File: src/rtl/demux1t2_stream_if.sv
// Bus bundle for the 1-to-2 stream demultiplexer.
// It carries the single input stream with its route select and the two output streams.
// The slave modport is the demux's view. The master modport is the view of the
// producer and the two consumers that sit around it.
interface demux1t2_stream_if #(
  parameter int WIDTH = 8
);

  // Input stream and its route select
  logic             in_valid;
  logic             in_ready;
  logic [WIDTH-1:0] in_data;
  logic             sel;

  // Output stream A
  logic             a_valid;
  logic             a_ready;
  logic [WIDTH-1:0] a_data;

  // Output stream B
  logic             b_valid;
  logic             b_ready;
  logic [WIDTH-1:0] b_data;

  // Environment side: drives the input word and the consumer readys
  modport master (
    output in_valid,
    output in_data,
    output sel,
    input  in_ready,
    input  a_valid,
    input  a_data,
    output a_ready,
    input  b_valid,
    input  b_data,
    output b_ready
  );

  // Demux side: accepts the input word and presents the two holding registers
  modport slave (
    input  in_valid,
    input  in_data,
    input  sel,
    output in_ready,
    output a_valid,
    output a_data,
    input  a_ready,
    output b_valid,
    output b_data,
    input  b_ready
  );

endinterface

File: src/rtl/demux1t2_stream.sv
// Registered 1-to-2 stream demultiplexer.
// Each input word goes to output A (sel=0) or output B (sel=1). Each output has a
// one-entry holding register and a wrapping delivered-word counter. A stalled
// consumer blocks only the words routed to it. in_ready looks only at the channel
// that the current sel points to, so the other channel keeps flowing.
module demux1t2_stream #(
  parameter int WIDTH = 8,
  parameter int CNT_W = 16
) (
  input  logic             clk,
  input  logic             rst,
  demux1t2_stream_if.slave bus,
  output logic [CNT_W-1:0] a_count,
  output logic [CNT_W-1:0] b_count
);

  localparam logic [CNT_W-1:0] CNT_ONE = {{(CNT_W-1){1'b0}}, 1'b1};

  logic             a_valid_q;
  logic [WIDTH-1:0] a_data_q;
  logic             b_valid_q;
  logic [WIDTH-1:0] b_data_q;
  logic [CNT_W-1:0] a_count_q;
  logic [CNT_W-1:0] b_count_q;

  logic a_drain;
  logic b_drain;
  logic a_room;
  logic b_room;
  logic in_ready_int;
  logic accept;
  logic a_load;
  logic b_load;

  // A channel can take a word when it is empty, or when its word leaves this cycle.
  // in_ready follows the channel that sel selects now and never depends on in_valid.
  // The route is taken from sel at the moment of the accept and is not latched earlier.
  always_comb begin
    a_drain      = a_valid_q & bus.a_ready;
    b_drain      = b_valid_q & bus.b_ready;
    a_room       = ~a_valid_q | bus.a_ready;
    b_room       = ~b_valid_q | bus.b_ready;
    in_ready_int = ~rst & (bus.sel ? b_room : a_room);
    accept       = bus.in_valid & in_ready_int;
    a_load       = accept & ~bus.sel;
    b_load       = accept & bus.sel;
  end

  // A holding register: a load wins over a drain (pass-through keeps valid high).
  // A drain alone empties the register but leaves the last word on a_data.
  always_ff @(posedge clk) begin
    if (rst) begin
      a_valid_q <= 1'b0;
      a_data_q  <= '0;
    end else if (a_load) begin
      a_valid_q <= 1'b1;
      a_data_q  <= bus.in_data;
    end else if (a_drain) begin
      a_valid_q <= 1'b0;
    end
  end

  // B holding register: the same rules as A
  always_ff @(posedge clk) begin
    if (rst) begin
      b_valid_q <= 1'b0;
      b_data_q  <= '0;
    end else if (b_load) begin
      b_valid_q <= 1'b1;
      b_data_q  <= bus.in_data;
    end else if (b_drain) begin
      b_valid_q <= 1'b0;
    end
  end

  // Delivered-word counters wrap silently. Reset takes priority, so a handshake
  // in the reset cycle is never counted.
  always_ff @(posedge clk) begin
    if (rst) begin
      a_count_q <= '0;
      b_count_q <= '0;
    end else begin
      if (a_drain) begin
        a_count_q <= a_count_q + CNT_ONE;
      end
      if (b_drain) begin
        b_count_q <= b_count_q + CNT_ONE;
      end
    end
  end

  assign bus.in_ready = in_ready_int;
  assign bus.a_valid  = a_valid_q;
  assign bus.a_data   = a_data_q;
  assign bus.b_valid  = b_valid_q;
  assign bus.b_data   = b_data_q;
  assign a_count      = a_count_q;
  assign b_count      = b_count_q;

endmodule

File: src/flat_wrapper.sv
// flat-port wrapper written by rule: the top's interface ports become plain ports
module demux1t2_stream_flat 
#(
  parameter int WIDTH = 8,
  parameter int CNT_W = 16
)
  (clk, rst, a_count, b_count, bus_in_valid, bus_in_data, bus_sel, bus_in_ready, bus_a_valid, bus_a_data, bus_a_ready, bus_b_valid, bus_b_data, bus_b_ready);
  demux1t2_stream_if #(.WIDTH(WIDTH)) bus_i ();
  input  logic clk;
  input  logic rst;
  output logic [CNT_W-1:0] a_count;
  output logic [CNT_W-1:0] b_count;
  input wire logic [$bits(bus_i.in_valid)-1:0] bus_in_valid;
  input wire logic [$bits(bus_i.in_data)-1:0] bus_in_data;
  input wire logic [$bits(bus_i.sel)-1:0] bus_sel;
  output wire logic [$bits(bus_i.in_ready)-1:0] bus_in_ready;
  output wire logic [$bits(bus_i.a_valid)-1:0] bus_a_valid;
  output wire logic [$bits(bus_i.a_data)-1:0] bus_a_data;
  input wire logic [$bits(bus_i.a_ready)-1:0] bus_a_ready;
  output wire logic [$bits(bus_i.b_valid)-1:0] bus_b_valid;
  output wire logic [$bits(bus_i.b_data)-1:0] bus_b_data;
  input wire logic [$bits(bus_i.b_ready)-1:0] bus_b_ready;
  assign bus_i.in_valid = bus_in_valid;
  assign bus_i.in_data = bus_in_data;
  assign bus_i.sel = bus_sel;
  assign bus_in_ready = bus_i.in_ready;
  assign bus_a_valid = bus_i.a_valid;
  assign bus_a_data = bus_i.a_data;
  assign bus_i.a_ready = bus_a_ready;
  assign bus_b_valid = bus_i.b_valid;
  assign bus_b_data = bus_i.b_data;
  assign bus_i.b_ready = bus_b_ready;
  demux1t2_stream #(.WIDTH(WIDTH), .CNT_W(CNT_W)) u_core (.clk(clk), .rst(rst), .bus(bus_i), .a_count(a_count), .b_count(b_count));
endmodule
File: config.mk
export PLATFORM = sky130hd
export DESIGN_NAME = demux1t2_stream_flat
export DESIGN_NICKNAME = d
export VERILOG_FILES = /design/src/rtl/demux1t2_stream_if.sv /design/src/rtl/demux1t2_stream.sv /design/src/flat_wrapper.sv
export SDC_FILE = /design/constraint.sdc
export NUM_CORES = 1
export LEC_CHECK = 0
export BUFFER_PORTS_ARGS = -buffer_cell sky130_fd_sc_hd__buf_4
export CELL_PAD_IN_SITES_DETAIL_PLACEMENT = 0
export CELL_PAD_IN_SITES_GLOBAL_PLACEMENT = 1
export CORE_MARGIN = 2
export CORE_UTILIZATION = 33
export DETAILED_ROUTE_END_ITERATION = 10
export PLACE_DENSITY = 0.78
export SETUP_SLACK_MARGIN = 0.3
export SYNTH_ARGS = -nofsm -noshare
export SYNTH_HDL_FRONTEND = slang
export SYNTH_SLANG_ARGS = --single-unit
File: constraint.sdc
create_clock -name clk -period 1.55 [get_ports clk]
set_input_delay 0.155 -clock clk [delete_from_list [all_inputs] [get_ports clk]]
set_output_delay 0.155 -clock clk [all_outputs]
set_load 0.01 [all_outputs]
* Word level (Yosys, flattened, before mapping)
Index checks and enable logic that the tools add are counted.
Storage, ports and cells: register bits 50, word-level logic and storage cells 27, output and inout bits 51, bits of input ports 14
Cells by class: muxes and demuxes 5, $add $sub $neg 2, reductions and logical operators 2, bitwise gates (word level) 12
Operators by type and width (count):
- 16-bit by 1-bit adder with 16-bit output (second input constant) | 2
- 1-bit AND | 6
- 1-bit 2-to-1 mux | 5
- 1-bit NOT | 4
- 2-bit nonzero test | 2
- 1-bit bitwise OR | 2

* Depth between registers and ports, before layout
Gate-level depths: netlist of run 1.
depth in word-level cells 7, gate-level depth with buffers 6, depth with buffers taken out 5

* Least setup slack after synthesis of run 1
No wires, ideal clock.
kind flip-flop to flip-flop, start point register u_core.a_valid_q, in the netlist u_core.bus.a_valid, end point register u_core.a_count_q[15], in the netlist u_core.a_count[15], buffers on the path 0, cell stages (with the launch flop) 5, clock period less this slack 1646 ps, arrival 1576 ps, path slack -96 ps, cell sequence dfxtp_1 -> nand2_2 -> or4_4 -> or3_1 -> a21oi_1
On the way: word-level cells in the longest chain between the ends 1
Ends and longest elaborated chain:
- from (decl) | line demux1t2_stream.sv:19 | logic a_valid_q;
- from (signal assigned) | line demux1t2_stream.sv:53 | a_valid_q <= 1'b0;
- from (signal assigned) | line demux1t2_stream.sv:56 | a_valid_q <= 1'b1;
- from (signal assigned) | line demux1t2_stream.sv:59 | a_valid_q <= 1'b0;
- 1-bit AND | line demux1t2_stream.sv:39 | a_drain = a_valid_q & bus.a_ready;
- to (signal assigned) | line demux1t2_stream.sv:84 | a_count_q <= a_count_q + CNT_ONE;
- to (decl) | line demux1t2_stream.sv:23 | logic [CNT_W-1:0] a_count_q;
No other way between the ends. A chain may end at the register's enable or synchronous reset.

* Final worst setup path of run 1
start point register u_core.a_count_q[7], in the netlist u_core.a_count[7], end point register u_core.a_count_q[15], in the netlist u_core.a_count[15]
On the way: word-level cells in the longest chain between the ends 1
Ends and longest elaborated chain (line):
- 16-bit by 1-bit adder with 16-bit output | demux1t2_stream.sv:84
No other way between the ends.

==> results.toml, run 1 <==
[power_and_ir_drop]
p_clk_frac = 0.406
p_per_area_mw_per_mm2 = 752
p_leak_nw = 1.41
internal-power_mw = 1.92
pwr-share-seq = 0.527
p_sw_mw = 0.531
share_comb_of_total_power = 0.067
sw_frac_of_total = 0.216
peakVddDrop_v = 0.000372

[floorplanning]
die_w_um = 83.2
io_pins = 65
num_rows = 28
dieArea_mm2 = 0.00692
die_h_um = 83.2
initial_utilization = 0.346
core_area_mm2 = 0.00599

[critical_path]
critical-path-max-stage-delay_ps = 550
startpoint_type = "flip-flop"
r2r_start = "u_core.a_count[7]"
arrival_ps = 1800
r2r_setup_slack_ps = -10
path_buf_inv = 0
worstSetupPathType = "reg2reg"
cp_slowest_cell = "or4_4"
crit_chain = "nand4_1, or4_4, or3_1, a21oi_1"
worstPathMaxFanout = 3
critPathTopFamily = "simple AND/OR/NAND/NOR gates"
end_kind = "flip-flop"
r2r-end = "u_core.a_count[15]"
required_ps = 1790
r2r_cells = 4

[layout]
final_area_mm2 = 0.00326
fin_nets = 345
stdcell_count = 405
fillCellCount = 570
antenna_cells = 0
final_layout_size_suffix_gt1_frac = 0.482
area.growth.synth_to_final_pct = 57.6

[logic_synthesis]
synth.avg_cell_area_um2 = 9.12
synth_area_mm2 = 0.00207
synth.net_count = 243
ys_seq_area_frac = 0.483
synth_top_flop_cell = "dfxtp_1"
ys_ff_latch = 50
postSynthCellCount = 227
synthArstFlopShare = 0
synth.distinct_cells = 31
synth_edf_count = 0
yosys_warnings = 0

[detailed_routing]
via_count = 1924
drc = 0
first_pass_iters = 4
wire_per_inst_um = 13.1
wl_mm = 5.33
drt_iter0_markers = 113
final_antenna_net_count = 0
vias_per_cell = 4.75

[sta]
grt_setup_unrepaired = "yes"
fin_crit_ps = 1560
max_slew_margin = 0.631
worst_slack_ps = -11.0
hold_viol = 0
tightest_slew_ps = 553
finalSetupViolCount = 1
drv_slew = 0
holdWs_ps = 88.6
timing.fmax_mhz = 641
final.setup_skew_ps = 6.13
min_period_over_period = 1.01

[global_routing]
grt_pass1_wl_mm = 8.68
first_global_vias = 1842
overflow = 0
grt_max_degree = 52
track_usage = 0.151
antenna_found_initial = 0

[cts]
clockBufferDepth = 2
cts_hold_buffers = 0
cts.sink_count = 50
cts_buffers = 5
cts.htree.levels = 2
clock_latency_ps = 300
clk_pin_slew_ps = 90
cts_tree = "done"
cts_root_buf = "clkbuf_8"

[place]
dpl_cell_area_mm2 = 0.00286
io_buffers = 64
dp_cells = 373
globalplace.congestion = 0.787
dp_hpwl_mm = 3.53

[min_path]
holdPathEnd = "u_core.bus.a_data[1]"
min-delay-start = "bus_in_data[1]"
min_path_cells = 3
hp-class = "in2reg"

[run]
drv_cap = 0

[status]
violations = "negative setup slack"
status = "finished with violations"
## how the worst max path moves through the flow
stage	start	to	slack (ps)	cells past startpoint
floorplan	u_core.a_count[7]	u_core.a_count[13]	20	4
global placement	u_core.a_count[7]	u_core.a_count[15]	20	4
detailed placement	u_core.a_count[7]	u_core.a_count[13]	-40	4
CTS	u_core.a_count[7]	u_core.a_count[15]	-6	4
global route	u_core.a_count[7]	u_core.a_count[15]	-50	4
finish	u_core.a_count[7]	u_core.a_count[15]	-10	4
## kinds of logic after synthesis
group	synth area share
compound gates	0.0447
fa+ha+maj	0.0121
flops	0.483
xor+xnor	0.0973
buf+inv	0.0230
simple gates	0.257
mux	0.0822
## registers in the layout (all words and copies together), names as in the netlist
signal              flops
u_core.a_count         16
u_core.b_count         16
u_core.bus.a_data       8
u_core.bus.a_valid      1
u_core.bus.b_data       8
u_core.bus.b_valid      1
## cells in the final DEF, fill, tap and decap left out, drive strengths merged, types with 3 or more instances in the layout
cell / count
a21oi: 11
and3: 5
and4: 4
buf: 105
clkbuf: 8
dfxtp: 50
mux2i: 17
nand2: 15
nand3: 10
nand4: 11
nor2: 40
nor3: 3
nor4: 3
o21ai: 6
or3: 6
xnor2: 8
xor2: 15
## cell usage after synthesis (6+ instances only)
cell | number | area (um2)
dfxtp_1 | 50 | 1000
mux2i_1 | 17 | 170
clkbuf_1 | 8 | 30.0
xor2_1 | 15 | 131
nor2_1 | 40 | 150
nand2_1 | 14 | 52.6
or3_1 | 6 | 37.5
o21ai_0 | 6 | 30.0
a21oi_1 | 11 | 55.1
nand3_1 | 10 | 50.1
xnor2_1 | 8 | 70.1
nand4_1 | 11 | 68.8
## routing by layer
| layer | GRT usage | part of all wire | vias to the layer above |
|---|---|---|---|
| met5 | 0 | 0 | - |
| li1 | - | - | 989 |
| met4 | 0.0507 | 0.013 | 0 |
| met1 | 0.195 | 0.46 | 880 |
| met3 | 0.0517 | 0.063 | 5 |
| met2 | 0.237 | 0.46 | 50 |
## area by class of cell
class / instances / area, um2 / share of cell area
Tap cell: 75 / 93.8 / 0.0287
Sequential cell: 50 / 1060 / 0.325
Multi-Input combinational cell: 165 / 1130 / 0.346
Timing Repair Buffer: 105 / 838 / 0.257
Clock buffer: 8 / 133 / 0.0406
Inverter: 2 / 7.51 / 0.00230
## worst register-to-register path, delay by kind of cell, from the launching register on
kind,cells,cell delay (ps)
simple gates,3,1010
flops,1,350
compound gates,1,150
## through the flow
step,setup slack (ps),TNS (ps),total power [mW],util
2_1_floorplan,24.7,0,1.40,-
3_3_place_gp,24.4,0,1.48,0.477
3_5_place_dp,-44.1,-75.6,1.48,0.477
4_1_cts,-5.90,-8.17,2.49,0.523
5_1_grt,-49.9,-96.8,2.56,0.545
6_report,-11.0,-11.0,2.46,0.545
## what timing repair did
action                     4_1_cts  5_1_grt
resized for setup               11       14
pin swaps                       16       18
setup endpoints to repair       24       39
setup buffers                   14       10
## power groups by stage
stage               Combinational (mW)  Clock, mW  Sequential, mW
detailed placement               0.152          0            1.33
floorplan                       0.0634          0            1.33
global route                     0.178       1.08            1.30
CTS                              0.157       1.04            1.29
finish                           0.164      0.997            1.29
global placement                 0.151          0            1.33
Note: power is estimated with default switching activity, not from simulation.
==> inputs of run 2 (changes only) <==
PLACE_DENSITY = 0.84   (was 0.78)
==> run 2 against run 1 <==
Effect of this change: the flow still finishes with violations (negative setup slack); via count increased by 3.7%; register-to-register slack about the same; core utilization increased by 1.1 points; sequential cell count unchanged; critical path type unchanged; largest cell class unchanged.
==> results.toml, run 2 (synthesis results as in run 1) <==
[sta]
max_slew_margin = 0.627
grt_setup_unrepaired = "yes"
tightest_slew_ps = 559
min_period_over_period = 1.00
hold_viol = 0
timing.fmax_mhz = 642
fin_crit_ps = 1560
drv_slew = 0
worst_slack_ps = -6.94
final.setup_skew_ps = 6.78
finalSetupViolCount = 2

[critical_path]
arrival_ps = 1780
end_kind = "flip-flop"
r2r_setup_slack_ps = -7
worstSetupPathType = "reg2reg"
startpoint_type = "flip-flop"
worstPathMaxFanout = 4
required_ps = 1780

[floorplanning]
dieArea_mm2 = 0.00692
io_pins = 65
core_area_mm2 = 0.00599
initial_utilization = 0.346
num_rows = 28
die_h_um = 83.2
die_w_um = 83.2

[power_and_ir_drop]
peakVddDrop_v = 0.000499
p_per_area_mw_per_mm2 = 654
p_leak_nw = 1.47

[layout]
fin_nets = 354
stdcell_count = 414
antenna_cells = 0
final_layout_size_suffix_gt1_frac = 0.504
final_util = 0.556
area.growth.synth_to_final_pct = 60.9
final_common_cell = "buf_4"
layout_common_cells = "101 x buf_4, 40 x nor2_1, 27 x dfxtp_1, 16 x mux2i_1, 15 x xor2_1"

[place]
pre_cts_ws_ps = -0.199
globalplace.congestion = 0.763
io_buffers = 64
dp_hpwl_mm = 3.50
dp_cells = 374

[cts]
cts_buffers = 5
clock_latency_ps = 290
cts_root_buf = "clkbuf_8"
cts_tree = "done"
cts_hold_buffers = 0
clockBufferDepth = 2
cts.sink_count = 50
clk_pin_slew_ps = 90
cts.htree.levels = 2

[detailed_routing]
first_pass_iters = 4
wl_mm = 5.31
wire_per_inst_um = 12.8
drc = 0
drt_iter0_markers = 36
vias_per_cell = 4.82
via_count = 1996
final_antenna_net_count = 0

[run]
drv_cap = 0

[status]
violations = "negative setup slack"
status = "finished with violations"

[global_routing]
grt_pass1_wl_mm = 8.46
overflow = 0
grt_max_degree = 52
first_global_vias = 1844
antenna_found_initial = 0
track_usage = 0.149

[min_path]
hp-class = "in2reg"
==> run 2: power by group <==
group          internal [mW]  switching, mW
logic                 0.0881         0.0815
registers               1.28         0.0138
clock network          0.311          0.402
total                   1.68          0.498
==> run 2: worst paths after layout <==
check | from | to | depth (start not counted)
worst max register to register | u_core.a_count[7] | u_core.a_count[13] | 4
worst min-delay path | bus_in_data[0] | u_core.bus.a_data[0] | 3
worst min register to register | u_core.bus.a_data[1] | u_core.bus.a_data[1] | 2
worst max-delay path | u_core.a_count[7] | u_core.a_count[13] | 4
==> run 2: critical path, cell delays in order (launching register included) <==
cell and delay (ps):
dfxtp_4 350, nand4_1 120, or4_4 570, or3_1 320
a21oi_1 130
==> run 2: through the flow <==
step	power, mW	instance area, um2	hold slack (ps)	TNS [ps]
after floorplan	1.40	2200	285	0
after global placement	1.48	2860	394	0
after detailed placement	1.48	2860	407	-0.308
after CTS	2.20	3080	93.5	0
after global routing	2.29	3330	101	-103
final	2.18	3330	95.6	-7.07
==> run 2: final cells by class <==
class,count,area [um2]
Clock buffer,6,72.6
Clock inverter,2,8.76
Fill cell,545,2660
Inverter,2,7.51
Multi-Input combinational cell,165,1170
Sequential cell,50,1060
Tap cell,75,93.8
Timing Repair Buffer,114,913
==> run 2: what timing repair did <==
action | 4_1_cts | 5_1_grt
gates cloned | 0 | 0
gates resized for setup | 10 | 22
endpoints found under the setup margin | 28 | 37
pin swaps | 13 | 28
setup buffers | 13 | 19
==> run 2: metal layers <==
metal | vias to the layer above | share of wire | GRT usage
met5 | - | 0 | 0
met4 | 0 | 0.0096 | 0.0447
met3 | 5 | 0.049 | 0.0457
met2 | 40 | 0.50 | 0.250
met1 | 943 | 0.44 | 0.182
li1 | 1008 | - | -
